--- config.mk ---
export PLATFORM = sky130hd
export DESIGN_NAME = scr1_pipe_fprf_sb
export DESIGN_NICKNAME = d
export VERILOG_FILES = /design/src/rtl/scr1_fprf_pkg.sv /design/src/rtl/scr1_fprf_scoreboard.sv /design/src/rtl/scr1_pipe_fprf_sb.sv
export SDC_FILE = /design/constraint.sdc
export NUM_CORES = 2
export LEC_CHECK = 0
export BUFFER_PORTS_ARGS = -buffer_cell sky130_fd_sc_hd__buf_2
export CAP_MARGIN = 20
export CORE_AREA = 5 5 646 648
export CTS_BUF_LIST = sky130_fd_sc_hd__clkbuf_4 sky130_fd_sc_hd__clkbuf_8 sky130_fd_sc_hd__clkbuf_16
export DETAILED_ROUTE_END_ITERATION = 10
export DIE_AREA = 0 0 651 653
export SYNTH_ARGS = -nofsm -noshare
export SYNTH_HDL_FRONTEND = slang
export SYNTH_SLANG_ARGS = --single-unit
--- constraint.sdc ---
create_clock -name clk -period 6.4 [get_ports clk]
set_input_delay 0 -clock clk [delete_from_list [all_inputs] [get_ports clk]]
set_output_delay 0 -clock clk [all_outputs]
set_load 0.02 [all_outputs]
--- src/rtl/scr1_fprf_pkg.sv ---
// Shared defaults, address type and single-precision NaN-boxing helper for the
// parametrised FP register file.
package scr1_fprf_pkg;

    localparam int unsigned FPRF_FLEN_DEF  = 64;
    localparam int unsigned FPRF_DEPTH_DEF = 32;
    localparam int unsigned FPRF_AW_DEF    = $clog2(FPRF_DEPTH_DEF);

    typedef logic [FPRF_AW_DEF-1:0] type_scr1_fprf_addr_e;

    localparam logic [31:0] FPRF_NANBOX = 32'hFFFF_FFFF;

    // Single-precision values stored in a 64-bit register carry an all-ones upper half
    function automatic logic [63:0] fprf_fmt64(input logic [63:0] data, input logic sp);
        return sp ? {FPRF_NANBOX, data[31:0]} : data;
    endfunction

endpackage

--- src/rtl/scr1_fprf_scoreboard.sv ---
// Per-register busy tracking for long-latency FPU ops plus the sticky
// allocation-error flag.
module scr1_fprf_scoreboard
    import scr1_fprf_pkg::*;
#(
    parameter int unsigned DEPTH = FPRF_DEPTH_DEF,
    parameter int unsigned AW    = $clog2(DEPTH)
) (
    input  logic             clk,
    input  logic             rst,
    input  logic             alloc_req,
    input  logic [AW-1:0]    alloc_addr,
    input  logic             clr_req,
    input  logic [AW-1:0]    clr_addr,
    input  logic             wr_req,
    input  logic [AW-1:0]    wr_addr,
    output logic [DEPTH-1:0] busy,
    output logic             alloc_err
);

    logic [DEPTH-1:0] busy_q;
    logic [DEPTH-1:0] busy_nxt;
    logic             err_q;
    logic             err_nxt;

    // Clear first so a same-cycle alloc to the same register wins
    always_comb begin
        busy_nxt = busy_q;
        err_nxt  = err_q;
        if (clr_req) begin
            busy_nxt[clr_addr] = 1'b0;
        end
        if (alloc_req) begin
            if (busy_q[alloc_addr]) begin
                err_nxt = 1'b1;
            end
            busy_nxt[alloc_addr] = 1'b1;
        end
        if (wr_req && busy_q[wr_addr]) begin
            err_nxt = 1'b1;
        end
    end

    always_ff @(posedge clk) begin
        if (rst) begin
            busy_q <= '0;
            err_q  <= 1'b0;
        end else begin
            busy_q <= busy_nxt;
            err_q  <= err_nxt;
        end
    end

    assign busy      = busy_q;
    assign alloc_err = err_q;

endmodule

--- src/rtl/scr1_pipe_fprf_sb.sv ---
// FP register file with pipe and long-latency write ports, busy scoreboard and
// FS-dirty tracking. Define SCR1_FPRF_BYPASS_EN for same-cycle write forwarding.
module scr1_pipe_fprf_sb
    import scr1_fprf_pkg::*;
#(
    parameter int unsigned FLEN  = FPRF_FLEN_DEF,
    parameter int unsigned DEPTH = FPRF_DEPTH_DEF,
    parameter int unsigned NRD   = 3,
    parameter int unsigned AW    = $clog2(DEPTH)
) (
    input  logic                      clk,
    input  logic                      rst,
    input  logic [NRD-1:0][AW-1:0]    rd_addr_i,
    output logic [NRD-1:0][FLEN-1:0]  rd_data_o,
    output logic [NRD-1:0]            rd_busy_o,
    input  logic                      wp_req_i,
    input  logic [AW-1:0]             wp_addr_i,
    input  logic [FLEN-1:0]           wp_data_i,
    input  logic                      wp_sp_i,
    input  logic                      lw_req_i,
    input  logic [AW-1:0]             lw_addr_i,
    input  logic [FLEN-1:0]           lw_data_i,
    input  logic                      lw_sp_i,
    output logic                      lw_ack_o,
    input  logic                      alloc_req_i,
    input  logic [AW-1:0]             alloc_addr_i,
    output logic [DEPTH-1:0]          busy_o,
    output logic                      alloc_err_o,
    output logic                      fs_dirty_o,
    input  logic                      fs_clean_i
);

    logic [FLEN-1:0] regs [DEPTH];
    logic [FLEN-1:0] wp_fmt;
    logic [FLEN-1:0] lw_fmt;
    logic            wp_we;
    logic            lw_we;
    logic            alloc_ok;
    logic            dirty_q;

    // Non-power-of-two DEPTH leaves addresses with no backing register
    function automatic logic addr_ok(input logic [AW-1:0] a);
        return {1'b0, a} < (AW+1)'(DEPTH);
    endfunction

    assign wp_fmt = FLEN'(fprf_fmt64(64'(wp_data_i), wp_sp_i & (FLEN == 64)));
    assign lw_fmt = FLEN'(fprf_fmt64(64'(lw_data_i), lw_sp_i & (FLEN == 64)));

    // Pipe port always wins; a stalled long write waits for an idle pipe cycle
    assign lw_ack_o = lw_req_i & ~wp_req_i & ~rst;
    assign wp_we    = wp_req_i & addr_ok(wp_addr_i);
    assign lw_we    = lw_ack_o & addr_ok(lw_addr_i);
    assign alloc_ok = alloc_req_i & addr_ok(alloc_addr_i);

    always_ff @(posedge clk) begin
        if (rst) begin
            for (int i = 0; i < DEPTH; i++) begin
                regs[i] <= '0;
            end
        end else begin
            if (wp_we) begin
                regs[wp_addr_i] <= wp_fmt;
            end
            if (lw_we) begin
                regs[lw_addr_i] <= lw_fmt;
            end
        end
    end

    always_ff @(posedge clk) begin
        if (rst) begin
            dirty_q <= 1'b0;
        end else if (wp_we || lw_we) begin
            dirty_q <= 1'b1;
        end else if (fs_clean_i) begin
            dirty_q <= 1'b0;
        end
    end

    assign fs_dirty_o = dirty_q;

    scr1_fprf_scoreboard #(
        .DEPTH (DEPTH),
        .AW    (AW)
    ) i_scoreboard (
        .clk        (clk),
        .rst        (rst),
        .alloc_req  (alloc_ok),
        .alloc_addr (alloc_addr_i),
        .clr_req    (lw_we),
        .clr_addr   (lw_addr_i),
        .wr_req     (wp_we),
        .wr_addr    (wp_addr_i),
        .busy       (busy_o),
        .alloc_err  (alloc_err_o)
    );

    always_comb begin
        for (int p = 0; p < NRD; p++) begin
            rd_data_o[p] = '0;
            rd_busy_o[p] = 1'b0;
            if (addr_ok(rd_addr_i[p])) begin
                rd_data_o[p] = regs[rd_addr_i[p]];
                rd_busy_o[p] = busy_o[rd_addr_i[p]];
            end
`ifdef SCR1_FPRF_BYPASS_EN
            if (wp_we && (wp_addr_i == rd_addr_i[p])) begin
                rd_data_o[p] = wp_fmt;
            end else if (lw_we && (lw_addr_i == rd_addr_i[p])) begin
                rd_data_o[p] = lw_fmt;
                if (!(alloc_ok && (alloc_addr_i == rd_addr_i[p]))) begin
                    rd_busy_o[p] = 1'b0;
                end
            end
`endif
        end
    end

endmodule
==> flow_metrics.tcl <==
set metrics [dict create \
    synth_nets 7739 \
    fillers 38692 \
    crit_fanout 34 \
    antenna_found_initial 25 \
    final_nets 7851 \
    cts_resized 0 \
    drtPass1Iterations 6 \
    drive_gt1_share_pct 41.6 \
    setup_viol 0 \
    die_w_microns 651 \
    clk_pin_slew_ns 0.06 \
    synth_top_area_cell "edfxtp_1" \
    grt_overflow_total 0 \
    cp.arrival_ns 5.01 \
    yosys-top-cells-area "edfxtp_1 50%, mux4_2 36%, nor2_1 6.3%" \
    fin_hold_ws_ns 0.0875 \
    p_clk_share_pct 37.3 \
    synthTopCellsByCount "2,066 x nor2_1, 2,048 x edfxtp_1, 1,960 x mux4_2" \
    finalCritPeriodShare_pct 70.5 \
    slew_headroom_pct 15.4 \
    wire_per_inst_microns 36.7 \
    viasPerCell 6.23 \
    yosysWarnings 0 \
    pwr-share-comb_pct 18.1 \
    die-area_sq_um 425000 \
    required_ns 6.90 \
    endpoint_kind "flip-flop" \
    htree_levels 4 \
    die_y_microns 653 \
    p_int_mw 26.6 \
    switching_share_pct 27.6 \
    hold_path.class "primary input to flip-flop" \
    dr_total_vias 83131 \
    first_global_vias 83618 \
    max_freq_mhz 222 \
    syn_avg_cell_area_sq_um 16.2 \
    min_period_ns 4.51 \
    synth_edf_count 2048 \
    clock_skew_ns 0.00618 \
    reg2reg_setup_slack_ns 3.81 \
    synthToLayoutAreaGrowth_pct 14.6 \
    gp_congestion 0.844 \
    clock_path_buffers 4 \
    clock-sinks 2082 \
    synth_flop_cell "edfxtp_1" \
    hold_start "wp_data_i[21]" \
    hpwl_microns 287000 \
    tightest_slew_ns 1.27 \
    p_leak_nw 46.0 \
    drt_wl_total_microns 490000 \
    grt_max_degree 114 \
    r2r-end "i_scoreboard.alloc_err" \
    io_pins 396 \
    hold-path-cell-count 4 \
    start_util_pct 29.9 \
    ys_seq_area_share_pct 50.6 \
    async_flop_share_pct 0 \
    ff2ff_path_depth 7 \
    drt-initial-drc-count 14359 \
    tns_ns 0 \
    cts_made_buffers 225 \
    synth_cell_types 36 \
    num_rows 236 \
    synth.cell_area_sq_um 123000 \
    clock-root-buffer "clkbuf_16" \
    path_class "primary input to flip-flop" \
    ys_seq_elements 2082 \
    cap_violations 0 \
    holdPathEnd "regs[9][21]" \
    antenna_left 0 \
    postSynthCellCount 7573 \
    drc 0 \
    status "finished, final reports clean" \
    rsz0062_at_grt "no" \
    yosysMostFrequentCell "nor2_1" \
    cts_tree "built" \
    yosys.area.top_type_share_pct 50.1 \
    power.switching_mw 10.2 \
    core-area_sq_um 411000 \
    reg2reg_from "i_scoreboard.busy[15]" \
    clkLatencyLatePin_ns 0.94 \
    seq_power_share_pct 44.6 \
    io_buffers 395 \
    cp-start-kind "primary input" \
    powerDensity_nw_per_um2 262 \
    vdd_drop_max_uv 242 \
    grt_usage_pct 22.4 \
    grt_pass1_wl_microns 673000 \
    drv_slew 0 \
    hold_violations 0 \
]
flip-flops by register name, indices dropped and copies added, names as in the netlist:
name                    count
regs                     2048
i_scoreboard.busy          32
fs_dirty_o                  1
i_scoreboard.alloc_err      1
power by group through the flow:
stage	Sequential, mW	Clock, mW	Combinational (mW)
after floorplan	16.4	0	4.09
after global placement	16.5	0	6.48
after detailed placement	16.7	0	6.53
after CTS	16.4	13.8	6.65
after global routing	16.5	14.3	6.86
final	16.4	13.7	6.67
worst max-delay path, cell delays in order:
cell	delay (ns)
dlygate4sd3_1	0.53
buf_2	0.17
or3b_4	0.45
inv_4	0.57
and3_1	0.26
a31oi_1	0.07
nor2_1	0.71
nand2_4	0.59
nand2b_4	0.84
buf_4	0.73
how the worst max path moves through the flow:
stage / startpoint / endpoint / slack [ns] / cells past startpoint
after floorplan: rst / regs[22][0] / 2.91 / 8
after global placement: rst / regs[6][10] / 1.47 / 8
after detailed placement: rst / regs[6][10] / 1.42 / 8
after CTS: wp_req_i / regs[25][23] / 2.03 / 10
after global routing: wp_req_i / regs[25][23] / 1.90 / 10
final: wp_req_i / regs[25][23] / 1.89 / 10
per-layer routing:
metal | track usage (%) | vias to the layer above | wire, microns
met5 | 0 | - | 171
met4 | 12.2 | 26 | 31800
met3 | 5.40 | 1343 | 62600
met2 | 35.1 | 7086 | 227000
met1 | 28.6 | 43861 | 168000
li1 | - | 30815 | -
cell families (layout without fill, tap and decap cells):
group	count (synthesis)	count (layout)	share of synthesized area, %
simple gates	2250	2250	7.11
mux	2204	2204	38.1
flops	2082	2082	50.6
buf+inv	918	1207	3.57
compound gates	119	119	0.568
other cells	0	16	0
cell usage in the layout (no fill, tap or decap), types with 3 or more instances in the layout:
| cell | count |
|---|---|
| mux2_2 | 199 |
| clkbuf_4 | 24 |
| clkinv_1 | 58 |
| nand2_4 | 32 |
| o31ai_4 | 32 |
| buf_8 | 11 |
| buf_12 | 67 |
| edfxtp_1 | 2048 |
| mux2i_4 | 26 |
| nand3_1 | 3 |
| nor3b_1 | 6 |
| nor2b_1 | 5 |
| nand3b_1 | 3 |
| nand2b_4 | 32 |
| and3_1 | 4 |
| nor2_1 | 2066 |
| mux2i_1 | 13 |
| inv_6 | 5 |
| nand2b_1 | 6 |
| diode_2 | 16 |
| mux2i_2 | 6 |
| inv_16 | 3 |
| clkbuf_8 | 9 |
| mux4_2 | 1960 |
| buf_4 | 162 |
| a21oi_1 | 42 |
| clkbuf_16 | 232 |
| buf_2 | 379 |
| dfxtp_1 | 34 |
| o21ai_0 | 35 |
| clkinvlp_4 | 9 |
| or3_1 | 34 |
| clkinv_2 | 37 |
| buf_16 | 4 |
| nand2_1 | 44 |
| bufinv_16 | 29 |
| dlygate4sd3_1 | 170 |
| nor3_1 | 8 |
cell type report:
type	count	area, sq um	share of cell area (%)
inverters	2	10.0	0.00711
multi-input cells	4573	57500	40.9
clock buffers	258	5990	4.26
repair buffers	801	6560	4.66
diodes	16	40.0	0.0285
clock inverters	146	1550	1.10
flip-flops and latches	2082	62200	44.2
well taps	5474	6850	4.87
timing repair:
action	in CTS	in global routing
buffers inserted	0	0
hold endpoints to repair	2082	0
hold buffers	177	0
metrics by stage:
stage	power [mW]	setup slack, ns	instances	utilization, %	area, sq um
finish	36.8	1.89	13352	34.2	141000
global route	37.7	1.90	13338	34.2	141000
CTS	36.8	2.03	13332	34.2	141000
detailed placement	23.2	1.42	12751	31.9	131000
global placement	23.0	1.47	12739	31.8	131000
floorplan	20.5	2.91	7573	-	123000
Power figures use the tool's default switching activity.
